==> src/rtl/phy_rx_deskew_ctrl_if.sv <==
// Lane-side bus of the two-lane receive deskew controller: raw lane bytes in,
// aligned lane bytes and alignment status out.
interface phy_rx_deskew_ctrl_if #(
    parameter int SKW_W = 2
);
    logic             active0;
    logic             active1;
    logic [7:0]       data_in0;
    logic             valid_in0;
    logic [7:0]       data_in1;
    logic             valid_in1;
    logic [7:0]       data_out0;
    logic             valid_out0;
    logic [7:0]       data_out1;
    logic             valid_out1;
    logic             aligned;
    logic             skew_err;
    logic [SKW_W-1:0] skew_val;
    logic             late_lane;

    modport master (
        output active0, active1, data_in0, valid_in0, data_in1, valid_in1,
        input  data_out0, valid_out0, data_out1, valid_out1,
        input  aligned, skew_err, skew_val, late_lane
    );

    modport slave (
        input  active0, active1, data_in0, valid_in0, data_in1, valid_in1,
        output data_out0, valid_out0, data_out1, valid_out1,
        output aligned, skew_err, skew_val, late_lane
    );
endinterface

==> src/rtl/phy_rx_deskew_ctrl.sv <==
// Two-lane receive deskew: measures the byte-cycle skew between the first valid
// byte on each lane, then delays the early lane so both lanes leave aligned.
module phy_rx_deskew_ctrl #(
    parameter int MAX_SKEW = 3,
    parameter int SKW_W    = 2
) (
    input  logic                   clk_4f,
    input  logic                   reset,
    phy_rx_deskew_ctrl_if.slave    io
);
    typedef enum logic [1:0] {IDLE, MEASURE, ALIGNED, ERROR} state_e;

    state_e           state_q, state_d;
    logic [1:0]       seen_q, seen_d;
    logic [SKW_W-1:0] cnt_q, cnt_d;
    logic [SKW_W-1:0] skew_q, skew_d;
    logic             late_q, late_d;

    logic             both_act;
    logic [1:0]       hit;
    logic             pend_lane;
    logic             dl_clr;
    logic [1:0][8:0]  in_vd;
    logic [1:0][8:0]  out_vd;

    assign both_act  = io.active0 & io.active1;
    assign hit       = {io.valid_in1, io.valid_in0};
    // With exactly one lane seen, the other one is the lane still pending.
    assign pend_lane = seen_q[0];
    assign dl_clr    = (state_q == ALIGNED) && !both_act;
    assign in_vd[0]  = {io.valid_in0, io.data_in0};
    assign in_vd[1]  = {io.valid_in1, io.data_in1};

    always_ff @(posedge clk_4f) begin
        if (reset) begin
            state_q <= IDLE;
            seen_q  <= '0;
            cnt_q   <= '0;
            skew_q  <= '0;
            late_q  <= 1'b0;
        end else begin
            state_q <= state_d;
            seen_q  <= seen_d;
            cnt_q   <= cnt_d;
            skew_q  <= skew_d;
            late_q  <= late_d;
        end
    end

    always_comb begin
        state_d = state_q;
        seen_d  = seen_q;
        cnt_d   = cnt_q;
        skew_d  = skew_q;
        late_d  = late_q;
        unique case (state_q)
            IDLE: begin
                seen_d = '0;
                cnt_d  = '0;
                skew_d = '0;
                late_d = 1'b0;
                if (both_act) state_d = MEASURE;
            end
            MEASURE: begin
                if (!both_act) begin
                    state_d = IDLE;
                end else if (seen_q == 2'b00) begin
                    if (&hit) begin
                        skew_d  = '0;
                        late_d  = 1'b0;
                        state_d = ALIGNED;
                    end else begin
                        seen_d = hit;
                    end
                end else if (hit[pend_lane]) begin
                    skew_d  = SKW_W'(cnt_q + 1'b1);
                    late_d  = pend_lane;
                    state_d = ALIGNED;
                end else if (cnt_q == SKW_W'(MAX_SKEW - 1)) begin
                    // Next byte would exceed the delay line depth.
                    state_d = ERROR;
                end else begin
                    cnt_d = SKW_W'(cnt_q + 1'b1);
                end
            end
            ALIGNED: begin
                if (!both_act) begin
                    state_d = IDLE;
                    skew_d  = '0;
                    late_d  = 1'b0;
                end
            end
            ERROR: begin
                if (!io.active0 && !io.active1) state_d = IDLE;
            end
            default: state_d = IDLE;
        endcase
    end

    for (genvar l = 0; l < 2; l++) begin : g_lane
        localparam bit LANE = (l == 1);

        logic [MAX_SKEW:1][8:0] dl_q;
        logic [MAX_SKEW:0][8:0] tap;
        logic [SKW_W-1:0]       sel;
        logic [8:0]             out_q;

        assign tap = {dl_q, in_vd[l]};
        // Next-state skew/late are used so the entry edge already aligns.
        assign sel = (late_d == LANE) ? '0 : skew_d;

        always_ff @(posedge clk_4f) begin
            if (reset || dl_clr) begin
                dl_q <= '0;
            end else begin
                for (int k = MAX_SKEW; k > 1; k--) dl_q[k] <= dl_q[k-1];
                dl_q[1] <= in_vd[l];
            end
        end

        always_ff @(posedge clk_4f) begin
            if (reset || state_d != ALIGNED) out_q <= '0;
            else                              out_q <= tap[sel];
        end

        assign out_vd[l] = out_q;
    end

    assign {io.valid_out0, io.data_out0} = out_vd[0];
    assign {io.valid_out1, io.data_out1} = out_vd[1];
    assign io.aligned   = (state_q == ALIGNED);
    assign io.skew_err  = (state_q == ERROR);
    assign io.skew_val  = skew_q;
    assign io.late_lane = late_q;
endmodule

==> src/flat_wrapper.sv <==
// flat-port wrapper written by rule: the top's interface ports become plain ports
module phy_rx_deskew_ctrl_flat 
#(
    parameter int MAX_SKEW = 3,
    parameter int SKW_W    = 2
)
  (clk_4f, reset, io_active0, io_active1, io_data_in0, io_valid_in0, io_data_in1, io_valid_in1, io_data_out0, io_valid_out0, io_data_out1, io_valid_out1, io_aligned, io_skew_err, io_skew_val, io_late_lane);
  phy_rx_deskew_ctrl_if #(.SKW_W(SKW_W)) io_i ();
  input  logic clk_4f;
  input  logic reset;
  input wire logic [$bits(io_i.active0)-1:0] io_active0;
  input wire logic [$bits(io_i.active1)-1:0] io_active1;
  input wire logic [$bits(io_i.data_in0)-1:0] io_data_in0;
  input wire logic [$bits(io_i.valid_in0)-1:0] io_valid_in0;
  input wire logic [$bits(io_i.data_in1)-1:0] io_data_in1;
  input wire logic [$bits(io_i.valid_in1)-1:0] io_valid_in1;
  output wire logic [$bits(io_i.data_out0)-1:0] io_data_out0;
  output wire logic [$bits(io_i.valid_out0)-1:0] io_valid_out0;
  output wire logic [$bits(io_i.data_out1)-1:0] io_data_out1;
  output wire logic [$bits(io_i.valid_out1)-1:0] io_valid_out1;
  output wire logic [$bits(io_i.aligned)-1:0] io_aligned;
  output wire logic [$bits(io_i.skew_err)-1:0] io_skew_err;
  output wire logic [$bits(io_i.skew_val)-1:0] io_skew_val;
  output wire logic [$bits(io_i.late_lane)-1:0] io_late_lane;
  assign io_i.active0 = io_active0;
  assign io_i.active1 = io_active1;
  assign io_i.data_in0 = io_data_in0;
  assign io_i.valid_in0 = io_valid_in0;
  assign io_i.data_in1 = io_data_in1;
  assign io_i.valid_in1 = io_valid_in1;
  assign io_data_out0 = io_i.data_out0;
  assign io_valid_out0 = io_i.valid_out0;
  assign io_data_out1 = io_i.data_out1;
  assign io_valid_out1 = io_i.valid_out1;
  assign io_aligned = io_i.aligned;
  assign io_skew_err = io_i.skew_err;
  assign io_skew_val = io_i.skew_val;
  assign io_late_lane = io_i.late_lane;
  phy_rx_deskew_ctrl #(.MAX_SKEW(MAX_SKEW), .SKW_W(SKW_W)) u_core (.clk_4f(clk_4f), .reset(reset), .io(io_i));
endmodule
==> config.mk <==
export PLATFORM = sky130hd
export DESIGN_NAME = phy_rx_deskew_ctrl_flat
export DESIGN_NICKNAME = d
export VERILOG_FILES = /design/src/rtl/phy_rx_deskew_ctrl_if.sv /design/src/rtl/phy_rx_deskew_ctrl.sv /design/src/flat_wrapper.sv
export SDC_FILE = /design/constraint.sdc
export NUM_CORES = 1
export LEC_CHECK = 0
export CAP_MARGIN = 15
export CORE_ASPECT_RATIO = 0.75
export CORE_MARGIN = 1
export CORE_UTILIZATION = 30
export CTS_CLUSTER_SIZE = 8
export DETAILED_ROUTE_END_ITERATION = 10
export PLACE_DENSITY = 0.51
export SETUP_SLACK_MARGIN = 0.1
export SLEW_MARGIN = 20
export SYNTH_ARGS = -nofsm -noshare
export SYNTH_HDL_FRONTEND = slang
export SYNTH_SLANG_ARGS = --single-unit
export TNS_END_PERCENT = 100
==> constraint.sdc <==
create_clock -name clk_4f -period 3 [get_ports clk_4f]
set_clock_uncertainty 0.2 [all_clocks]
set_input_delay 0.3 -clock clk_4f [delete_from_list [all_inputs] [get_ports clk_4f]]
set_output_delay 0.3 -clock clk_4f [all_outputs]
set_load 0.05 [all_outputs]
# ---- After elaboration in Yosys (flattened, before gate mapping)
# Index checks and enable logic that the tools add are counted.
dict set report word_totals {
  register_bits 81
  latch_bits 0
  ram_bits 0
  rom_bits 0
  inputBits 22
  output_inout_bits 23
  elab_cells 80
  mem_count 0
}
dict set report classes {
  add_sub_neg 1
  n_mul 0
  div_mod_pow 0
  n_lt_le_gt_ge 3
  eq_ne 11
  n_shift 0
  muxes 38
  n_bitwise 1
  reduce_logical 13
}
# op n
set ops {}
lappend ops {{$mux W2} 22}
lappend ops {{$bmux W9 S2} 2}
lappend ops {{$mux W9} 2}
lappend ops {{$ne A2 B2 Y1 const B} 5}
lappend ops {{$pmux W2 S2} 2}
lappend ops {{$pmux W2 S4} 1}
lappend ops {{$mux W1} 7}
lappend ops {{$eq A2 B2 Y1 const B} 3}
lappend ops {{$lt A2 B3 Y1 const B} 2}
lappend ops {{$pmux W2 S3} 1}
lappend ops {{$reduce_and A5 Y1} 1}
lappend ops {{$logic_not A2 Y1} 2}
lappend ops {{$ne A2 B1 Y1 const B} 2}
lappend ops {{$reduce_and A4 Y1} 1}
lappend ops {{$logic_not A1 Y1} 3}
lappend ops {{$pmux W1 S3} 1}
lappend ops {{$add A2 B1 Y2 const B} 1}
lappend ops {{$eq A2 B1 Y1 const B} 1}
lappend ops {{$logic_and A1 B1 Y1} 2}
lappend ops {{$logic_or A1 B1 Y1} 2}
lappend ops {{$lt A1 B2 Y1 const B} 1}
lappend ops {{$reduce_and A2 Y1} 1}
lappend ops {{$reduce_bool A2 Y1} 1}
lappend ops {{$and A1 B1 Y1} 1}

# ---- Depth between registers and ports, before layout
dict set report logic_depth {
  ltp_word 9
  ltp_mapped 8
  ltp_nobuf 6
}

# ---- Worst setup path before layout
# Ideal clock, no wire load.
dict set report synth_path {
  path_kind {reg2reg}
  from {reg u_core.state_q[1]}
  to {reg u_core.g_lane[0].dl_q[0] (netlist name)}
  setup_ps 115
  arrival_ps 2021
  t_required_ps 2685
  slack_ps 664
  path_stages_with_launch 6
  path_buffers 2
  synth_period_minus_slack_ps 2336
  path_cell_list {dfxtp_1 > clkbuf_1 > nor2b_1 > a21oi_1 > clkbuf_1 > and2_1}
}
dict set report synth_between {
  elab_chain_len 3
}
# element line
set synth_lines {}
lappend synth_lines {{from (decl)} phy_rx_deskew_ctrl.sv:13} ;# state_e state_q, state_d;
lappend synth_lines {{from (signal assigned)} phy_rx_deskew_ctrl.sv:42} ;# state_q <= state_d;
lappend synth_lines {{$eq A2 B2 Y1} n/a}
lappend synth_lines {{named net io_aligned} flat_wrapper.sv:21} ;# output wire logic [$bits(io_i.aligned)-1:0] io_aligned;
lappend synth_lines {{$logic_and A1 B1 Y1} phy_rx_deskew_ctrl.sv:30} ;# assign dl_clr = (state_q == ALIGNED) && !both_act;
lappend synth_lines {{$logic_or A1 B1 Y1} phy_rx_deskew_ctrl.sv:113} ;# if (reset || dl_clr) begin
lappend synth_lines {{to (decl)} phy_rx_deskew_ctrl.sv:103} ;# logic [MAX_SKEW:1][8:0] dl_q;
# The timed path passes the listed nets, and every way through them passes these cells.
# A chain may end at the register's enable or synchronous reset.

# ---- Worst setup path in the final report
dict set report layout_path {
  from {reg u_core.state_q[1]}
  to {reg u_core.g_lane[1].out_q[7]}
}
dict set report layout_between {
  elab_chain_len 7
  elab_cells_between_ends 20
  cone_classes {eq/ne (4); mux (14); reduce/logical (2)}
}
# element line
set layout_lines {}
lappend layout_lines {{$mux W2} phy_rx_deskew_ctrl.sv:79} ;# end else if (cnt_q == SKW_W'(MAX_SKEW - 1)) begin
lappend layout_lines {{$mux W2} phy_rx_deskew_ctrl.sv:75} ;# end else if (hit[pend_lane]) begin
lappend layout_lines {{$mux W2} phy_rx_deskew_ctrl.sv:67} ;# end else if (seen_q == 2'b00) begin
lappend layout_lines {{$mux W2} phy_rx_deskew_ctrl.sv:65} ;# if (!both_act) begin
lappend layout_lines {{$pmux W2 S4} phy_rx_deskew_ctrl.sv:56} ;# unique case (state_q)
lappend layout_lines {{$ne A2 B2 Y1} phy_rx_deskew_ctrl.sv:122} ;# if (reset || state_d != ALIGNED) out_q <= '0;
lappend layout_lines {{$logic_or A1 B1 Y1} phy_rx_deskew_ctrl.sv:122}
lappend layout_lines {{to (signal assigned)} phy_rx_deskew_ctrl.sv:123} ;# else out_q <= tap[sel];
lappend layout_lines {{to (decl)} phy_rx_deskew_ctrl.sv:106} ;# logic [8:0] out_q;
# Parallel ways exist; a longest one is shown, timed or not. The select of a mux whose other input is x is not followed.

==> metrics <==
FMAX=387 MHz; DR DRC count=0; initial antenna violation count=0; number of global-route vias before repair=2798; dpl hpwl=5770 um; asr flop ratio synth=0; worst r2r src=u_core.state_q[1]$_SDFF_PP0_; initial detailed-routing violation count=185; vias per inst=4.78; r2r endpoint=u_core.g_lane[1].out_q[7]$_SDFF_PP0_; Hold Buf Count CTS=0; unrepaired setup endpoints after global routing=no; Leak Pwr=1.73 nW; crit path DAT=2.62 ns; Post-Synth Adder-Cell Area=0.00348; port bufs=44; post_cts resized=0; Reg area=1620 um2; Setup crit end kind=flop; antenna cells=0; setup TNS=0 ns; Sink Count=81; Yosys cell types=48; fin cells=590; worst skew pair latency=0.34 ns; number of flops mapped to enable cells by yosys=0; WS Path Type=reg -> reg; Worst slew margin=0.306; Seq cells post-synth=81; Synth Cell Area=3600 um2; Reg clk slew, reported paths=0.06 ns; Layout Nets=446; Setup crit end=u_core.g_lane[1].out_q[7]$_SDFF_PP0_; die height=96.8 um; Core Region=11700 um2; reg2reg path depth=6; H-tree levels=3; synth top area cells=dfxtp_1 (45%), and2_1 (9.7%), a211oi_1 (7.9%); Fillers=1199; CTS tree=done; overflow left after global routing=0; GRT Resource Usage Total=0.152; Pwr per Cell Area=526 nW/um2; Final Hold Violating Endpoints=0; crit path max fanout=19; register area share after synthesis=0.451; Slew Limit Fails=0; CTS root buffer=clkbuf_16; Post-Synth XOR/XNOR Area=0; multi-input logic area=1770 um2; DRT Pass-1 Iters=4; peak supply drop=0.255 mV; multiplexer share of the synthesized area=0; TritonCTS buffer count=9; area delta synth->final=27.8%; routability cong.=0.767; number of routed nets with antenna violations=0; fraction of the cycle the final worst path needs=0.862; post-CTS setup repair buffer count=0; placed cells=574; status=completed; Yosys top cell by area=dfxtp_1; clock buffer depth=2; Hold/Removal Path Class=reg -> reg; vias=2820; Final Critical Period=2.59 ns; slew at the pin closest to its max-slew limit=1.04 ns; Yosys Warn Count=0; share of cells above drive strength 1=0.152; synthesized netlist cell count=377; dominant synthesized flop cell=dfxtp_1; Routed wire per std cell=14.8 um; main combinational cell family by area after synthesis=compound AO/OA/AOI/OAI gates; total power draw=0.00242 W; Synth Net Count=400; Starting Density=0.309; Setup crit start=u_core.state_q[1]$_SDFF_PP0_; worst path required time=3.04 ns; max_cap viols=0; total detailed-routing wirelength=8750 um; Synth Area in Simple Gates=0.229; Synth Area in Compound Gates=0.252; endpoints failing setup=0; commonest non-fill, non-tap cell in the layout=dfxtp_1; largest net degree at the start of global routing=55; Rows=34; Die ar.=12400 um2; first-pass GRT wire length=14500 um; reg-to-reg slack, setup=0.41 ns; Worst Setup Start Kind=flop; top-area cell type share of the netlist area=0.451; commonest cells after routing, fill and taps aside=dfxtp_1 (81), and2_1 (56), clkdlybuf4s50_1 (44); syn_area_per_cell=9.54 um2; # IOs=45; Die Width=128 um
## registers in the layout, indices dropped and copies added (netlist names)
name / flops
u_core.seen_q: 2
u_core.g_lane.dl_q: 54
u_core.state_q: 2
u_core.io.late_lane: 1
u_core.g_lane.out_q: 18
u_core.io.skew_val: 2
u_core.cnt_q: 2
## worst min path at each step
stage / startpoint / slack, ns / depth (start not counted) / to
finish: u_core.g_lane[0].dl_q[7]$_SDFF_PP0_ / 0.25 / 1 / u_core.g_lane[0].dl_q[16]$_SDFF_PP0_
global route: u_core.g_lane[1].dl_q[17]$_SDFF_PP0_ / 0.27 / 1 / u_core.g_lane[1].dl_q[26]$_SDFF_PP0_
CTS: u_core.g_lane[0].dl_q[4]$_SDFF_PP0_ / 0.25 / 1 / u_core.g_lane[0].dl_q[13]$_SDFF_PP0_
detailed placement: u_core.g_lane[1].dl_q[7]$_SDFF_PP0_ / 0.23 / 1 / u_core.g_lane[1].dl_q[16]$_SDFF_PP0_
global placement: u_core.g_lane[1].dl_q[2]$_SDFF_PP0_ / 0.23 / 1 / u_core.g_lane[1].dl_q[11]$_SDFF_PP0_
floorplan: u_core.g_lane[1].dl_q[1]$_SDFF_PP0_ / 0.22 / 1 / u_core.g_lane[1].dl_q[10]$_SDFF_PP0_
## report_power, final
part           switching [W]  total (W)  leakage, nW  internal (W)
Combinational      0.0000790   0.000157        0.920     0.0000780
Sequential         0.0000142    0.00112        0.662       0.00111
Clock               0.000446    0.00114        0.152      0.000694
## kinds of logic after synthesis
group | count (synthesis)
flip-flops | 81
AND/OR/NAND/NOR | 141
AO/OA/AOI/OAI | 102
buffers and inverters | 52
adder cells (fa/ha/maj) | 1
## cell type report
cell class              instances  area share
clock buffers                  11      0.0550
clock inverters                 5      0.0139
inverters                      20      0.0163
multi-input cells             244       0.384
flip-flops and latches         81       0.353
well taps                     162      0.0441
repair buffers                 67       0.133
## critical path, stage by stage (launching register included)
cell       delay, ns
dfxtp_1         0.54
nand2b_1        0.37
a2111oi_4       0.08
buf_4           0.16
a21oi_2         0.75
nor3_1          0.12
o32ai_2         0.26
## stage by stage
step,worst slack [ns],instance area (um2),util,hold WS [ns]
4_1_cts,0.412,4600,0.394,0.250
3_3_place_gp,0.192,4280,0.367,0.229
6_report,0.414,4600,0.394,0.247
2_1_floorplan,0.664,3600,-,0.221
3_5_place_dp,0.145,4280,0.367,0.234
5_1_grt,0.185,4600,0.394,0.271
## cell usage after synthesis (2+ instances only)
master and instances:
dfxtp_1 81, and2_1 56, a211oi_1 38, nor2_1 27, inv_1 20, and3_1 18, nor3_1 18, clkbuf_1 17
a21oi_1 12, a21boi_0 9, o32ai_1 9, o32ai_2 9, buf_2 8, buf_4 6, nand2_1 5, nand2b_1 4
o21ai_0 3, a21o_1 2, a21oi_2 2, a22oi_1 2, nand2_2 2, nand4_4 2, nor2b_1 2
## metal layers
| layer | routed length (um) | share of wire | track usage | vias up |
|---|---|---|---|---|
| met1 | 4560 | 0.52 | 0.209 | 1326 |
| li1 | - | - | - | 1443 |
| met4 | 88 | 0.010 | 0.0434 | 0 |
| met2 | 3790 | 0.43 | 0.227 | 44 |
| met5 | 0 | 0 | 0 | - |
| met3 | 308 | 0.035 | 0.0481 | 7 |
Note: power is estimated with default switching activity, not from simulation.
